<file path="src/rtl/mem_arb_pkg.sv">
// rtl/mem_arb_pkg.sv - shared types for the unified memory port arbiter
package mem_arb_pkg;

    localparam int LATW = 4;

    typedef enum logic [1:0] {
        IDLE   = 2'd0,
        ACCESS = 2'd1,
        RESP   = 2'd2
    } arb_state_t;

    typedef enum logic {
        OWN_CPU = 1'b0,
        OWN_LD  = 1'b1
    } arb_owner_t;

endpackage

</file>
<file path="src/rtl/mem_arb_pick.sv">
// rtl/mem_arb_pick.sv - requester selection with loader starvation counter
module mem_arb_pick
    import mem_arb_pkg::*;
#(
    parameter int STARVE_MAX = 8
) (
    input  logic       clk,
    input  logic       reset,
    input  logic       idle,
    input  logic       cpu_elig,
    input  logic       ld_elig,
    input  logic       ld_req,
    input  logic       grant,
    output arb_owner_t winner
);

    localparam int CW = $clog2(STARVE_MAX + 1);

    logic [CW-1:0] starve_cnt;

    // CPU wins unless the loader has been passed over STARVE_MAX times in a row
    always_comb begin
        winner = OWN_LD;
        if (cpu_elig && !(ld_elig && starve_cnt == CW'(STARVE_MAX))) begin
            winner = OWN_CPU;
        end
    end

    // Count CPU grants taken while the loader was waiting; saturates at STARVE_MAX
    always_ff @(posedge clk) begin
        if (reset) begin
            starve_cnt <= '0;
        end else if (idle) begin
            if (grant && winner == OWN_LD) begin
                starve_cnt <= '0;
            end else if (grant && ld_req) begin
                if (starve_cnt != CW'(STARVE_MAX)) begin
                    starve_cnt <= starve_cnt + CW'(1);
                end
            end else if (!ld_req) begin
                starve_cnt <= '0;
            end
        end
    end

endmodule

</file>
<file path="src/rtl/mem_port_arbiter.sv">
// rtl/mem_port_arbiter.sv - shares one memory port between the CPU and the program loader
module mem_port_arbiter
    import mem_arb_pkg::*;
#(
    parameter int AW         = 32,
    parameter int DW         = 32,
    parameter int MEM_LAT    = 1,
    parameter int STARVE_MAX = 8
) (
    input  logic          CLK,
    input  logic          Reset,
    input  logic          cpu_req,
    input  logic          cpu_we,
    input  logic [AW-1:0] cpu_addr,
    input  logic [DW-1:0] cpu_wdata,
    output logic [DW-1:0] cpu_rdata,
    output logic          cpu_ready,
    input  logic          ld_req,
    input  logic          ld_we,
    input  logic [AW-1:0] ld_addr,
    input  logic [DW-1:0] ld_wdata,
    output logic [DW-1:0] ld_rdata,
    output logic          ld_ready,
    output logic          mem_en,
    output logic          mem_we,
    output logic [AW-1:0] mem_addr,
    output logic [DW-1:0] mem_wdata,
    input  logic [DW-1:0] mem_rdata,
    output logic          busy
);

    arb_state_t      state;
    arb_owner_t      owner_q;
    arb_owner_t      winner;
    logic            we_q;
    logic [LATW-1:0] lat_cnt;
    logic            idle;
    logic            cpu_elig;
    logic            ld_elig;
    logic            grant;
    logic            sel_we;
    logic [AW-1:0]   sel_addr;
    logic [DW-1:0]   sel_wdata;

    // A requester in its own ready cycle is still showing the old request, so mask it
    assign idle     = (state == IDLE);
    assign cpu_elig = cpu_req && !cpu_ready;
    assign ld_elig  = ld_req && !ld_ready;
    assign grant    = idle && (cpu_elig || ld_elig);
    assign busy     = !idle;

    mem_arb_pick #(
        .STARVE_MAX(STARVE_MAX)
    ) u_pick (
        .clk     (CLK),
        .reset   (Reset),
        .idle    (idle),
        .cpu_elig(cpu_elig),
        .ld_elig (ld_elig),
        .ld_req  (ld_req),
        .grant   (grant),
        .winner  (winner)
    );

    // Steer the winning requester's command toward the latch registers
    always_comb begin
        sel_we    = cpu_we;
        sel_addr  = cpu_addr;
        sel_wdata = cpu_wdata;
        if (winner == OWN_LD) begin
            sel_we    = ld_we;
            sel_addr  = ld_addr;
            sel_wdata = ld_wdata;
        end
    end

    // Access sequencer: latch on grant, strobe once, wait out the latency, return data
    always_ff @(posedge CLK) begin
        if (Reset) begin
            state     <= IDLE;
            owner_q   <= OWN_CPU;
            we_q      <= 1'b0;
            lat_cnt   <= '0;
            mem_en    <= 1'b0;
            mem_we    <= 1'b0;
            mem_addr  <= '0;
            mem_wdata <= '0;
            cpu_ready <= 1'b0;
            ld_ready  <= 1'b0;
            cpu_rdata <= '0;
            ld_rdata  <= '0;
        end else begin
            cpu_ready <= 1'b0;
            ld_ready  <= 1'b0;
            mem_en    <= 1'b0;
            mem_we    <= 1'b0;
            case (state)
                IDLE: begin
                    if (grant) begin
                        owner_q   <= winner;
                        we_q      <= sel_we;
                        mem_addr  <= sel_addr;
                        mem_wdata <= sel_wdata;
                        mem_en    <= 1'b1;
                        mem_we    <= sel_we;
                        lat_cnt   <= '0;
                        state     <= ACCESS;
                    end
                end
                ACCESS: begin
                    if (lat_cnt == LATW'(MEM_LAT - 1)) begin
                        state <= RESP;
                    end else begin
                        lat_cnt <= lat_cnt + LATW'(1);
                    end
                end
                RESP: begin
                    if (owner_q == OWN_CPU) begin
                        cpu_ready <= 1'b1;
                        if (!we_q) cpu_rdata <= mem_rdata;
                    end else begin
                        ld_ready <= 1'b1;
                        if (!we_q) ld_rdata <= mem_rdata;
                    end
                    state <= IDLE;
                end
                default: state <= IDLE;
            endcase
        end
    end

endmodule

</file>
<file path="config.mk">
export PLATFORM = sky130hd
export DESIGN_NAME = mem_port_arbiter
export DESIGN_NICKNAME = d
export VERILOG_FILES = /design/src/rtl/mem_arb_pkg.sv /design/src/rtl/mem_arb_pick.sv /design/src/rtl/mem_port_arbiter.sv
export SDC_FILE = /design/constraint.sdc
export NUM_CORES = 1
export LEC_CHECK = 0
export ABC_CLOCK_PERIOD_IN_PS = 4800
export CAP_MARGIN = 20
export CORE_MARGIN = 1
export CORE_UTILIZATION = 44
export DETAILED_ROUTE_END_ITERATION = 12
export PLACE_DENSITY = 0.95
export SYNTH_ARGS = -nofsm -noshare
export SYNTH_HDL_FRONTEND = slang
export SYNTH_HIERARCHICAL = 1
export SYNTH_SLANG_ARGS = --single-unit
</file>
<file path="constraint.sdc">
create_clock -name CLK -period 4.8 [get_ports CLK]
set_clock_uncertainty 0.15 [all_clocks]
set_input_delay 0.96 -clock CLK [delete_from_list [all_inputs] [get_ports CLK]]
set_output_delay 0.96 -clock CLK [all_outputs]
set_load 0.05 [all_outputs]
</file>
== Yosys cells after proc, flatten, opt, wreduce, memory -nomap -nowiden ==
Index checks and enable logic that the tools add are counted.
Widths: inputs -> output; s select.
Cells by class
  add/subtract/negate cells: 2
  eq/ne operators: 9
  muxes and demuxes: 17
  bitwise logic cells: 5
  reduce and logical (&&, ||, !) cells: 24
Operator list (count)
  $mux 32: 2
  $mux 4: 6
  $reduce_and 3->1: 4
  $add 4x1->4 const B: 2
  $pmux 4 s2: 1
  $logic_and 1x1->1: 7
  $mux 1: 5
  $not 1->1: 5
  $eq 4x4->1 const B: 1
  $logic_not 1->1: 4
  $logic_not 4->1: 1
  $mux 2: 2
  $ne 2x2->1 const B: 2
  $ne 4x4->1 const B: 1
  $pmux 2 s2: 1
  $reduce_and 2->1: 2
  $reduce_or 2->1: 2
  $ne 3x1->1 const B: 1
  $ne 3x2->1 const B: 1
  $reduce_or 3->1: 1
  $eq 2x1->1 const B: 1
  $eq 2x2->1 const B: 1
  $logic_not 2->1: 1
  $ne 2x1->1 const B: 1
  2 further kinds: 2
Word-level totals
  bits in registers: 144
  input port bits: 166
  output and inout bits: 133
  word-level logic and storage cells: 70

== Depth between registers and ports, before layout ==
  word-level depth: 9
  mapped depth: 9
  gate-level depth less buffers: 7

== Hierarchy ==
The synthesis kept the hierarchy.
By module, submodules not included
  mem_port_arbiter: times used 1, cells an instance 623, area an instance 5834.3 µm², sequential area each 2802.7 µm²
  mem_arb_pick: times used 1, cells an instance 27, area an instance 274.0 µm², sequential area each 80.1 µm²

== Least setup slack after synthesis ==
No wires, ideal clock.
  path type: input to register
  start: input port cpu_req
  end: register u_pick.starve_cnt[2]
  data arrival time: 2348 ps
  required time: 4530 ps
  setup slack: 2183 ps
  cell stages on the path: 9
  buffers on the path: 2
  cells stage by stage: nor2b_4 > o21ai_4 > inv_2 > buf_6 > buf_4 > nand4b_1 > nor3b_1 > and3b_1 > a211o_1
On the way
  longest elaborated chain between the ends: 6
  elaborated cells between the ends (all ways): 12
  classes of those cells: eq/ne (2); mux (3); reduce/logical (7)
Ends and longest elaborated chain
  from (decl): line mem_port_arbiter.sv:12  | input logic cpu_req,
  $logic_and 1x1->1 (*): line mem_port_arbiter.sv:47  | assign cpu_elig = cpu_req && !cpu_ready;
  $logic_or 1x1->1 (*): line mem_port_arbiter.sv:49  | assign grant = idle && (cpu_elig || ld_elig);
  $logic_and 1x1->1 (*): line mem_port_arbiter.sv:49
  via grant: line mem_port_arbiter.sv:40  | logic grant;
  $logic_and 1x1->1 (on tied branches): line mem_arb_pick.sv:36, mem_arb_pick.sv:34
  $ne 3x2->1 (no source line), or another cell as far along
  $reduce_and 3->1 (no source line) or $mux 4 (tied branches)
  to (signal assigned): line mem_arb_pick.sv:38  | starve_cnt <= starve_cnt + CW'(1);
  to (decl): line mem_arb_pick.sv:19  | logic [CW-1:0] starve_cnt;
Mark *: on every way through the listed nets, which the timed path passes. The rest lies on a longest branch.
A chain may end at the register's enable or synchronous reset.

== Final worst setup path ==
  start: input port ld_req
  end: register mem_addr[29]
On the way
  longest elaborated chain between the ends: 5
  elaborated cells between the ends (all ways): 8
  classes of those cells: mux (1); reduce/logical (7)
Ends and longest elaborated chain
  from (decl): line mem_port_arbiter.sv:18  | input logic ld_req,
  $logic_and 1x1->1 (*): line mem_port_arbiter.sv:48  | assign ld_elig = ld_req && !ld_ready;
  via ld_elig: line mem_port_arbiter.sv:39  | logic ld_elig;
  $logic_and 1x1->1: line mem_arb_pick.sv:24  | if (cpu_elig && !(ld_elig && starve_cnt == CW'(STARVE_MAX))) begin
  $logic_not 1->1: line mem_arb_pick.sv:24
  $logic_and 1x1->1: line mem_arb_pick.sv:24
  $mux 32: line mem_port_arbiter.sv:70  | if (winner == OWN_LD) begin
  to (signal assigned): line mem_port_arbiter.sv:102  | mem_addr <= sel_addr;
  to (decl): line mem_port_arbiter.sv:26  | output logic [AW-1:0] mem_addr,
Marked as above.

==> metrics.csv <==
stage,metric,value,unit
sta,finalSetupViolations,0,
clock_network,ctsHoldBuffers,0,
setup_path,crit_fanout,15,
clock_network,cts_root_buf,clkbuf_16,
clock_network,cts_buffer_depth,2,
clock_network,cts_buffers,17,
placement,portBuffers,298,
routing,routed_wl,19.74,mm
sta,rsz0062_at_grt,false,
yosys,netlist_top_cells_count,"dfxtp_1, nand2_1, a21oi_1",
clock_network,h-tree-depth,4,
global_routing,grt_pass1_wl,30.28,mm
status,outcome,"finished, final reports clean",
floorplan,dieArea,14360,um^2
setup_path,cp-end-kind,register,
routing,drt_iter0_markers,310,
setup_path,cp_slowest_cell,clkdlybuf4s50_1,
power_and_ir_drop,ir_worst_vdd,0.0002403,V
yosys,synth.most_common_cell,dfxtp_1,
placement,dpl.hpwl,13.74,mm
finish,drive_gt1_share,10.99,%
yosys,ys.flop_type,dfxtp_1,
global_routing,grt_max_degree,86,
power_and_ir_drop,p_leak,3.670,nW
yosys,async_reset_ff_share,0,%
run,drv_cap,0,
floorplan,die_width,119.8,um
clock_network,clk_pin_slew,0.06,ns
power_and_ir_drop,p_per_area,386.3,nW/um^2
finish,num-nets-final,1094,
yosys,synth_area_leaders,"dfxtp_1, mux2i_1, a211oi_2",
routing,drtPass1Iterations,4,
clock_network,cts.repair.resized,0,
placement,post_dp_cell_area,9090,um^2
sta,tightest_slew,0.8006,ns
placement,gp_congestion,0.8347,
global_routing,antenna_found_initial,0,
clock_network,tritoncts,yes,
global_routing,grt_usage,27.41,%
setup_path,crit_required,4.91,ns
global_routing,overflow,0,
sta,post-route-period-util,64.51,%
routing,wl_per_cell,17.74,um
sta,fin_ws,1.704,ns
sta,final.setup.tns,0,ns
placement,pre_cts_ws,1.279,ns
yosys,synth-edff-count,0,
routing,viasPerCell,5.174,
sta,slew_viol_final,0,
finish,utilization,73.19,%
routing,vias,5759,
yosys,yosys_warnings,6,
yosys,syn_avg_cell_area,9.397,um^2
finish,fillers,890,
min_path,whs_path_depth,2,
yosys,synth_cell_types,43,
clock_network,clock-sinks,144,
yosys,yosysTopAreaCell,dfxtp_1,
setup_path,critPathMaxStageDelay,0.55,ns
sta,hold_viol,0,
floorplan,num_rows,42,
setup_path,cp.arrival,3.21,ns
floorplan,num_io_pins,299,
global_routing,first_global_vias,5743,
yosys,syn_inst,650,
sta,layout_min_cycle_time,3.096,ns
setup_path,crit_path_start_kind,input pin,
clock_network,insertion_delay,0.41,ns
routing,final_antenna_net_count,0,
setup_path,worstPathCellList,clkdlybuf4s50_1 -> nor2b_4 -> inv_1 -> o21ai_4 -> buf_4 -> mux2i_1 -> a211oi_2,
min_path,hold_class,register to register,
routing,drc_errors,0,
setup_path,crit_type,input pin to register,
clock_network,postCtsSetupRepairBufs,0,
floorplan,core-area,13400,um^2
finish,final_area,9808,um^2
sta,maxSlewHeadroom,46.63,%
yosys,yosysTopAreaCellShare,47.19,%
yosys,synth_nets,820,
setup_path,r2r_cells,7,
floorplan,start_util,45.58,%
floorplan,die_h,119.8,um
yosys,yosys_register_bits,144,
sta,fmax,0.3230,GHz
finish,syn2layout_area_growth,60.57,%
yosys,synth_seq_area_share,47.19,%
finish,insertedDiodeCount,0,
yosys,netlist_area,6108,um^2
==> kinds of logic (layout without fill, tap and decap cells) <==
family / count (synthesis) / count (layout) / share of synthesized area, %
flip-flops: 144 / 144 / 47.19
AND/OR/NAND/NOR: 235 / 235 / 16.61
multiplexers: 66 / 66 / 10.84
AO/OA/AOI/OAI: 141 / 141 / 18.91
adder cells (fa/ha/maj): 4 / 4 / 0.8194
buffers and inverters: 60 / 347 / 5.633
==> where the power goes <==
| part | switching (mW) | internal, mW |
|---|---|---|
| clock | 0.518 | 0.989 |
| combinational | 0.573 | 0.374 |
| sequential | 0.0518 | 1.28 |
| total | 1.14 | 2.65 |
==> routing by layer <==
metal	track usage (%)	part of all wire [%]	vias to the layer above
met3	10.88	9.9	47
li1	-	-	2776
met1	29.14	38	2670
met5	0	0	-
met4	13.20	3.7	0
met2	47.15	49	266
==> layout by cell type, fill, tap and decap left out, types with 2 or more instances in the layout <==
| cell type | synthesis | routed |
|---|---|---|
| inv_1 | 7 | 7 |
| clkinvlp_4 | 0 | 2 |
| dfxtp_1 | 144 | 144 |
| buf_12 | 0 | 2 |
| clkbuf_16 | 0 | 17 |
| nor3b_1 | 2 | 2 |
| nand2_1 | 136 | 136 |
| and2_1 | 2 | 2 |
| buf_4 | 9 | 5 |
| clkinv_4 | 0 | 2 |
| a211oi_2 | 49 | 49 |
| nand3_1 | 7 | 7 |
| a211oi_1 | 16 | 16 |
| clkinv_2 | 0 | 3 |
| nand2b_1 | 3 | 3 |
| clkdlybuf4s50_1 | 0 | 297 |
| ha_1 | 4 | 4 |
| bufinv_16 | 0 | 6 |
| nor2_1 | 67 | 67 |
| mux2i_1 | 65 | 65 |
| o21ai_4 | 1 | 2 |
| a21oi_1 | 69 | 69 |
| nor3_1 | 2 | 2 |
| nor2b_4 | 2 | 2 |
==> registers in the layout (all words and copies together), names as in the netlist <==
signal	flops
ld_ready	1
mem_wdata	32
ld_rdata	32
we_q	1
mem_en	1
u_pick/starve_cnt	4
owner_q	1
cpu_ready	1
mem_we	1
lat_cnt	4
state	2
mem_addr	32
cpu_rdata	32
==> final cells by class <==
class                   count  area [um^2]  share of cell area [%]
repair buffers            307         3104                   31.65
clock buffers              18        439.2                   4.478
inverters                   8        32.53                  0.3317
multi-input cells         446         2893                   29.49
flip-flops and latches    144         2883                   29.39
well taps                 176        220.2                   2.245
clock inverters            14        236.5                   2.411
==> worst paths after layout <==
kind,startpoint,endpoint,slack [ns]
max reg2reg,u_pick/starve_cnt[0],mem_addr[29],2.40
max,ld_req,mem_addr[29],1.70
min,ld_rdata[17],ld_rdata[17],0.30
min reg2reg,ld_rdata[17],ld_rdata[17],0.30
==> per-stage QoR <==
step / hold WS, ns / total power [mW] / std cells
floorplan: 0.3145 / 1.939 / 650
global placement: 0.2903 / 2.277 / 1079
detailed placement: 0.2972 / 2.297 / 1079
CTS: 0.3040 / 3.811 / 1111
global route: 0.3240 / 3.917 / 1113
finish: 0.3025 / 3.789 / 1113
==> worst max-delay path: cells and delay by family <==
family                 cells  cell delay [ns]
buffers and inverters      3             1.05
and+or+nand+nor            1             0.22
muxes                      1             0.32
AOI/OAI and AO/OA          2             0.65
Note: power is estimated with default switching activity, not from simulation.
